`config.mk`:
```
export PLATFORM = sky130hd
export DESIGN_NAME = ecl_ram_array
export DESIGN_NICKNAME = d
export VERILOG_FILES = /design/src/rtl/ecl_ram_array.sv
export SDC_FILE = /design/constraint.sdc
export NUM_CORES = 1
export LEC_CHECK = 0
export BUFFER_PORTS_ARGS = -buffer_cell sky130_fd_sc_hd__buf_2
export CORE_MARGIN = 2
export CORE_UTILIZATION = 30
export DETAILED_ROUTE_END_ITERATION = 10
export PLACE_DENSITY = 0.53
export SYNTH_ARGS = -nofsm -noshare
export SYNTH_HDL_FRONTEND = slang
export SYNTH_SLANG_ARGS = --single-unit
```
`constraint.sdc`:
```
create_clock -name clk -period 13 [get_ports clk]
set_clock_uncertainty 0.15 [all_clocks]
set_input_delay 2.6 -clock clk [delete_from_list [all_inputs] [get_ports clk]]
set_output_delay 2.6 -clock clk [all_outputs]
set_load 0.01 [all_outputs]
```
`src/rtl/ecl_ram_array.sv`:
```
// rtl/ecl_ram_array.sv - synchronous ECL-style RAM array with clear sequencer and word parity
//
// Purpose
//   WIDTH x DEPTH word RAM modelled on a bank of MC10144/10145 chips sharing
//   one address and enable set. Adds a registered read port, a post-reset
//   clear sequencer, and per-word even parity with a sticky error flag and
//   a parity-inversion hook for exercising the checker.
//
// Ports
//   clk       in   1      system clock, all state changes on posedge
//   CROBAR    in   1      synchronous active-high reset
//   a         in   AW     word address
//   d         in   WIDTH  write data
//   nen1..3   in   1      chip enables, active low, all three must be low
//   nwrite    in   1      0 = write, 1 = read (when selected)
//   inj_perr  in   1      store inverted parity on this write
//   perr_clr  in   1      clear the sticky parity error flag
//   q         out  WIDTH  registered read data, idles low
//   busy      out  1      clear sequencer running, accesses ignored
//   perr      out  1      sticky parity error

module ecl_ram_array #(
    parameter int               WIDTH          = 1,
    parameter int               DEPTH          = 256,
    parameter int               AW             = (DEPTH > 1) ? $clog2(DEPTH) : 1,
    parameter logic [WIDTH-1:0] INIT_VAL       = '0,
    parameter bit               CLEAR_ON_RESET = 1'b1
) (
    input  logic             clk,
    input  logic             CROBAR,
    input  logic [AW-1:0]    a,
    input  logic [WIDTH-1:0] d,
    input  logic             nen1,
    input  logic             nen2,
    input  logic             nen3,
    input  logic             nwrite,
    input  logic             inj_perr,
    input  logic             perr_clr,
    output logic [WIDTH-1:0] q,
    output logic             busy,
    output logic             perr
);

    typedef enum logic {
        ST_CLEAR = 1'b0,
        ST_READY = 1'b1
    } state_t;

    // Address compare is done one bit wider so non-power-of-2 depths work.
    localparam logic [AW:0]   DEPTH_EXT = (AW + 1)'(DEPTH);
    localparam logic [AW-1:0] LAST_IDX  = AW'(DEPTH - 1);

    state_t           state;
    state_t           state_nxt;
    logic [AW-1:0]    cnt;

    // Each word carries its data plus one parity bit in the MSB.
    logic [WIDTH:0]   mem [DEPTH];

    logic             sel;
    logic             in_range;
    logic             wr_en;
    logic             rd_en;
    logic [AW-1:0]    rd_addr;
    logic [WIDTH:0]   rd_word;
    logic [WIDTH-1:0] rd_data;
    logic             rd_par;
    logic             par_err;

    assign busy     = (state == ST_CLEAR);
    assign sel      = ~nen1 & ~nen2 & ~nen3;
    assign in_range = ({1'b0, a} < DEPTH_EXT);
    assign wr_en    = sel & ~nwrite & ~busy & in_range;
    assign rd_en    = sel &  nwrite & ~busy & in_range;

    // Out-of-range addresses never reach the array; the read result is
    // discarded anyway, so any in-range index is fine here.
    assign rd_addr  = in_range ? a : '0;
    assign rd_word  = mem[rd_addr];
    assign rd_data  = rd_word[WIDTH-1:0];
    assign rd_par   = rd_word[WIDTH];
    assign par_err  = rd_en & ((^rd_data) != rd_par);

    // State register
    always_ff @(posedge clk) begin
        if (CROBAR) begin
            state <= CLEAR_ON_RESET ? ST_CLEAR : ST_READY;
        end else begin
            state <= state_nxt;
        end
    end

    // Next-state logic: the clear pass ends on the cycle that writes the last word.
    always_comb begin
        state_nxt = state;
        case (state)
            ST_CLEAR: begin
                if (cnt == LAST_IDX) begin
                    state_nxt = ST_READY;
                end
            end
            ST_READY: begin
                state_nxt = ST_READY;
            end
            default: begin
                state_nxt = ST_READY;
            end
        endcase
    end

    // Clear address counter
    always_ff @(posedge clk) begin
        if (CROBAR) begin
            cnt <= '0;
        end else if (busy) begin
            cnt <= (cnt == LAST_IDX) ? '0 : cnt + 1'b1;
        end
    end

    // Array write port: the sequencer owns the array while busy.
    always_ff @(posedge clk) begin
        if (!CROBAR) begin
            if (busy) begin
                mem[cnt] <= {^INIT_VAL, INIT_VAL};
            end else if (wr_en) begin
                mem[a] <= {(^d) ^ inj_perr, d};
            end
        end
    end

    // Registered read and sticky parity flag. A new error beats perr_clr.
    always_ff @(posedge clk) begin
        if (CROBAR) begin
            q    <= '0;
            perr <= 1'b0;
        end else begin
            q    <= rd_en ? rd_data : '0;
            perr <= par_err | (perr & ~perr_clr);
        end
    end

endmodule

```
# Word-level counts from Yosys, hierarchy flattened
# Memory sizes are Yosys's and may differ from the RTL's.
# Cells that the tools add are included.
[totals]
ff_bits = 11
ram_bits = 512
input_bits = 17
mem_count = 1
[classes]
add_sub_neg = 1
eq_ne = 2
muxes = 13
bitwise_logic = 17
n_reduce_logical = 2
[memory_table]
columns = ["memory", "depth", "word_bits", "read_ports", "rd_clocked_by_memory_dff", "wr", "line", "text"]
rows = [
  ["mem", 256, 2, 1, 0, 1, "58", "logic [WIDTH:0] mem [DEPTH];"],
]
[ops]
columns = ["cell", "count"]
rows = [
  ["8-bit two-way mux", 2],
  ["1-bit two-way mux", 9],
  ["8-bit by 1-bit adder with 8-bit output (second input constant)", 1],
  ["1-bit AND", 8],
  ["8-bit == test (second input constant)", 1],
  ["1-bit NOT", 7],
  ["2-bit OR reduction", 2],
  ["2-bit two-way mux", 1],
  ["1-bit case mux with 2 select lines", 1],
  ["1-bit inequality test", 1],
  ["1-bit OR", 1],
  ["1-bit bitwise XOR", 1],
]

# Longest topological paths before layout
[logic_depth]
ltp_word = 11
depth_mapped = 12
mapped_depth_nobuf = 9

# Worst setup path before layout
# Ideal clock, no wire load.
[synth_path]
kind = "input -> register"
from = "input nen2"
to = "memory mem[0][1] (netlist bit), data pin"
arrival_ns = 9.585
required_ns = 11.454
path_slack_ns = 1.869
cell_stages = 4
n_path_buf = 1
cell_sequence = "or4_4 > or3_1 > buf_2 > nor2_1"
[synth_between]
elab_chain_cells = 11
[synth_rtl]
columns = ["element", "line", "text"]
rows = [
  ["from (decl)", "34", "input logic nen2,"],
  ["1-bit NOT", "71", "assign sel = ~nen1 & ~nen2 & ~nen3;"],
  ["1-bit AND (2 in series)", "71", ""],
  ["1-bit AND (2 in series)", "73", "assign wr_en = sel & ~nwrite & ~busy & in_range;"],
  ["1-bit two-way mux", "125", "end else if (wr_en) begin"],
  ["1-bit two-way mux", "123", "if (busy) begin"],
  ["1-bit two-way mux", "122", "if (!CROBAR) begin"],
  ["1-bit two-way mux (implied by the code)", "126", "mem[a] <= {(^d) ^ inj_perr, d};"],
  ["2-bit OR reduction (no line)", "n/a", ""],
  ["2-bit two-way mux (no line)", "n/a", ""],
  ["to (decl)", "58", ""],
]
# No other way between the ends.

# Worst setup path after layout
[layout_path]
from = "input a[1]"
to = "register perr"
[layout_between]
elab_chain_cells = 4
[layout_rtl]
columns = ["element", "line", "text"]
rows = [
  ["from (decl)", "31", "input logic [AW-1:0] a,"],
  ["memory 256 x 2 bit", "n/a", ""],
  ["1-bit inequality test", "82", "assign par_err = rd_en & ((^rd_data) != rd_par);"],
  ["1-bit AND", "82", ""],
  ["1-bit OR", "138", "perr <= par_err | (perr & ~perr_clr);"],
  ["to (signal assigned)", "138", ""],
  ["to (decl)", "41", "output logic perr"],
]
# No other way between the ends.
# A chain may end at the register's enable or synchronous reset.

==> impl_summary.log <==
INFO  metric status = complete, no violations
INFO  metric vias_per_cell = 5.11
INFO  metric grt_overflow_total = 0
INFO  metric worst_ep_required_time = 13.34 ns
INFO  metric htree_num_levels = 2
INFO  metric final_area = 0.0246 mm²
INFO  metric grt_setup_unrepaired = false
INFO  metric crit_path_start_kind = primary input
INFO  metric floorplan.die_area = 0.0746 mm²
INFO  metric synthCells = 1299
INFO  metric peakVddDrop = 0.112 mV
INFO  metric placeableCoreArea = 0.0716 mm²
INFO  metric hp-start = perr$_SDFF_PP0_
INFO  metric ys_dominant_reg_cell = edfxtp_1
INFO  metric clockPowerShare = 45.0%
INFO  metric area_share_of_the_largest_cell_type_after_synthesis = 70.7%
INFO  metric report.final.slew_viol_count = 0
INFO  metric comb_power_share = 3.2%
INFO  metric drv.max_cap_violation_count = 0
INFO  metric worst_r2r_endpoint = mem[97][1]$_DFFE_PP_
INFO  metric starting_utilization_of_the_core_area = 30.4%
INFO  metric hold-path-endpoint = perr$_SDFF_PP0_
INFO  metric final_antenna_net_count = 0
INFO  metric final-seq-area = 0.0156 mm²
INFO  metric io_pins = 20
INFO  metric critical_path.slowest_cell = buf_4
INFO  metric clk_pin_slew = 0.06 ns
INFO  metric timing.final.crit_share = 46.6%
INFO  metric holdBufCountCts = 0
INFO  metric place_congestion = 0.817
INFO  metric die_height = 273 µm
INFO  metric placement.setup.worst_slack = 6.31 ns
INFO  metric layout_min_cycle_time = 6.06 ns
INFO  metric cts-buffers-inserted = 53
INFO  metric io_buffers = 19
INFO  metric switching_share = 20.2%
INFO  metric clock.fmax = 165 MHz
INFO  metric dr.pass1.iters = 8
INFO  metric synth.most_common_cell = edfxtp_1
INFO  metric drt_iter0_drc = 1148
INFO  metric diodes_inserted = 0
INFO  metric crit_path_frequent_cell = buf_4
INFO  metric syn2layout_area_growth = 13.2%
INFO  metric power_per_cell_area = 143 mW/mm²
INFO  metric num-nets-final = 1335
INFO  metric slew-limit-headroom = 20.2%
INFO  metric net_switching_power_figure = 0.000712 W
INFO  metric arrival = 6.39 ns
INFO  metric finalSetupViolCount = 0
INFO  metric rrSetupSlack = 9.09 ns
INFO  metric post_synth_main_area_contributors = edfxtp_1 71%, mux4_2 13%, nor2_1 4.9%, mux2i_1 1.4%, dfxtp_1 1.0%
INFO  metric worst_slew_pin_slew = 1.20 ns
INFO  metric timing.hold.ws = 0.391 ns
INFO  metric final.fill_count = 6885
INFO  metric postPlaceCellArea = 0.0228 mm²
INFO  metric ys_types = 52
INFO  metric number_of_enable_type_register_cells_in_the_synthesized_netlist = 512
INFO  metric cellInternalPower = 0.00281 W
INFO  metric ys_async_sr_fraction = 0%
INFO  metric post-dp-hpwl = 34.3 mm
INFO  metric dr_total_vias = 11800
INFO  metric worstHoldPathCells = 2
INFO  metric wire_length_after_detailed_routing = 57.0 mm
INFO  metric crit_path_max_incr_delay = 0.69 ns
INFO  metric hold_viol_final = 0
INFO  metric critical_path.reg2reg.startpoint = state$_SDFF_PP0_
INFO  metric syn-mean-instance-area = 16.7 µm²
INFO  metric crit_fanout = 49
INFO  metric synth_largest_area_cell = edfxtp_1
INFO  metric endpoint_kind = flip-flop
INFO  metric tritoncts_num_sinks = 523
INFO  metric power.leakage = 8.53 nW
INFO  metric cts_setup_buffers = 0
INFO  metric proportion_of_layout_cells_with_a_drive_suffix_above_1 = 20.0%
INFO  metric synth_seq_cells = 523
INFO  metric final.setup.tns = 0 ns
INFO  metric grt_pass1_vias = 12400
INFO  metric finalWorstSetupSlack = 6.94 ns
INFO  metric grt_util_all_layers = 15.3%
INFO  metric post_synth_instance_area = 0.0217 mm²
INFO  metric tritoncts = built
INFO  metric multi_input_area = 0.00565 mm²
INFO  metric antenna_found_initial = 3
INFO  metric drt-wirelength-per-cell = 24.7 µm
INFO  metric synth.cells.most_frequent = 512 x edfxtp_1, 281 x nor2_1, 122 x mux4_2, 50 x nand2_1, 38 x buf_2
INFO  metric synthesis.yosys.warnings = 0
INFO  metric syn-num-nets = 1317
INFO  metric die_w = 273 µm
INFO  metric power.share.sequential = 51.8%
INFO  metric grt_pass1_wl = 83.8 mm
INFO  metric worst_skew_pair.late_latency = 0.61 ns
INFO  metric row_count = 98
INFO  metric holdCritPathClass = reg -> reg
INFO  metric crit_chain = buf_4 > buf_4 > buf_4 > mux4_2 > mux4_2 > a21oi_1 > o211ai_1 > a32oi_2 > xor2_1 > o32ai_1
INFO  metric synth_seq_area_share = 71.7%
INFO  metric cts-root-to-sink-buffers = 3
INFO  metric pin_count_of_the_biggest_net_entering_global_routing = 121
INFO  metric cts-resized-gates = 0
INFO  metric post-route-drc-count = 0
INFO  metric criticalPathCategory = in -> reg
INFO  metric ctsRootBufferMaster = clkbuf_16
INFO  metric reg2regPathDepth = 4
==> area by class of cell <==
cell class	instances	area share (%)
Timing Repair Buffer	50	1.38
Tap cell	950	4.83
Inverter	7	0.107
Clock buffer	70	5.82
Sequential cell	523	63.4
Multi-Input combinational cell	682	23.0
Clock inverter	27	1.48
==> metal layers <==
layer | up-vias | part of all wire, % | track usage (%) | wire length, µm
li1 | 5083 | - | - | -
met1 | 6201 | 43 | 20.8 | 24400
met2 | 413 | 48 | 25.1 | 27500
met3 | 100 | 6.5 | 2.96 | 3680
met4 | 2 | 2.5 | 4.36 | 1430
met5 | - | 0.023 | 0 | 13
==> cell families after synthesis <==
| family | Yosys count | synth area share [%] |
|---|---|---|
| flip-flops | 523 | 71.7 |
| AND/OR/NAND/NOR | 412 | 8.06 |
| multiplexers | 156 | 14.2 |
| AO/OA/AOI/OAI | 107 | 3.38 |
| buffers and inverters | 94 | 2.29 |
| XOR/XNOR | 6 | 0.242 |
| adder cells (fa/ha/maj) | 1 | 0.0576 |
==> stage by stage <==
| stage | total power [W] | utilization [%] | std cells |
|---|---|---|---|
| after global routing | 0.00362 | 34.4 | 2309 |
| after global placement | 0.00198 | 31.8 | 2212 |
| after CTS | 0.00355 | 34.4 | 2309 |
| after detailed placement | 0.00198 | 31.8 | 2212 |
| after floorplan | 0.00194 | - | 1299 |
| final | 0.00352 | 34.4 | 2309 |
==> worst max-delay path by stage <==
stage,start,endpoint,slack [ns],cells past startpoint
floorplan,nen2,mem[0][1]$_DFFE_PP_,1.87,4
global placement,a[1],perr$_SDFF_PP0_,6.37,10
detailed placement,a[1],perr$_SDFF_PP0_,6.31,10
CTS,a[1],perr$_SDFF_PP0_,6.96,10
global route,a[0],perr$_SDFF_PP0_,6.84,8
finish,a[1],perr$_SDFF_PP0_,6.94,10
==> power groups by stage <==
stage | registers [W] | logic (W) | clock network, W
finish | 0.00183 | 0.000115 | 0.00158
global route | 0.00182 | 0.000120 | 0.00168
CTS | 0.00183 | 0.000115 | 0.00161
detailed placement | 0.00186 | 0.000115 | 0
global placement | 0.00186 | 0.000115 | 0
floorplan | 0.00186 | 0.0000746 | 0
==> sequential cells by signal (all words and copies together) (netlist names) <==
name	count
cnt	8
perr	1
state	1
mem	512
q	1
==> critical path: cells and delay by family <==
| family | cells | cell delay [ns] |
|---|---|---|
| compound gates | 4 | 0.84 |
| xor+xnor | 1 | 0.18 |
| mux | 2 | 0.92 |
| buf+inv | 3 | 1.70 |
==> layout by cell type, fill, tap and decap left out, types with 3 or more instances in the layout <==
cell type,count
mux2_2,3
clkinv_2,6
mux2i_1,31
a22oi_1,15
nor2b_1,5
a22o_1,3
nand3_1,10
a221oi_1,3
nand2_1,50
bufinv_16,9
or2_2,16
a31oi_1,10
nand4_1,3
nand2b_1,21
o22ai_1,10
a21oi_1,22
edfxtp_1,512
nor3_1,6
buf_4,32
clkbuf_16,55
nor3b_1,6
inv_1,6
buf_2,17
clkbuf_1,15
a211oi_1,5
nor2_1,280
mux4_2,122
xor2_1,3
nand3b_1,5
clkinv_1,8
dfxtp_1,11
o31ai_1,3
o221ai_1,10
xnor2_1,3
o21ai_0,13
Power figures use the tool's default switching activity.
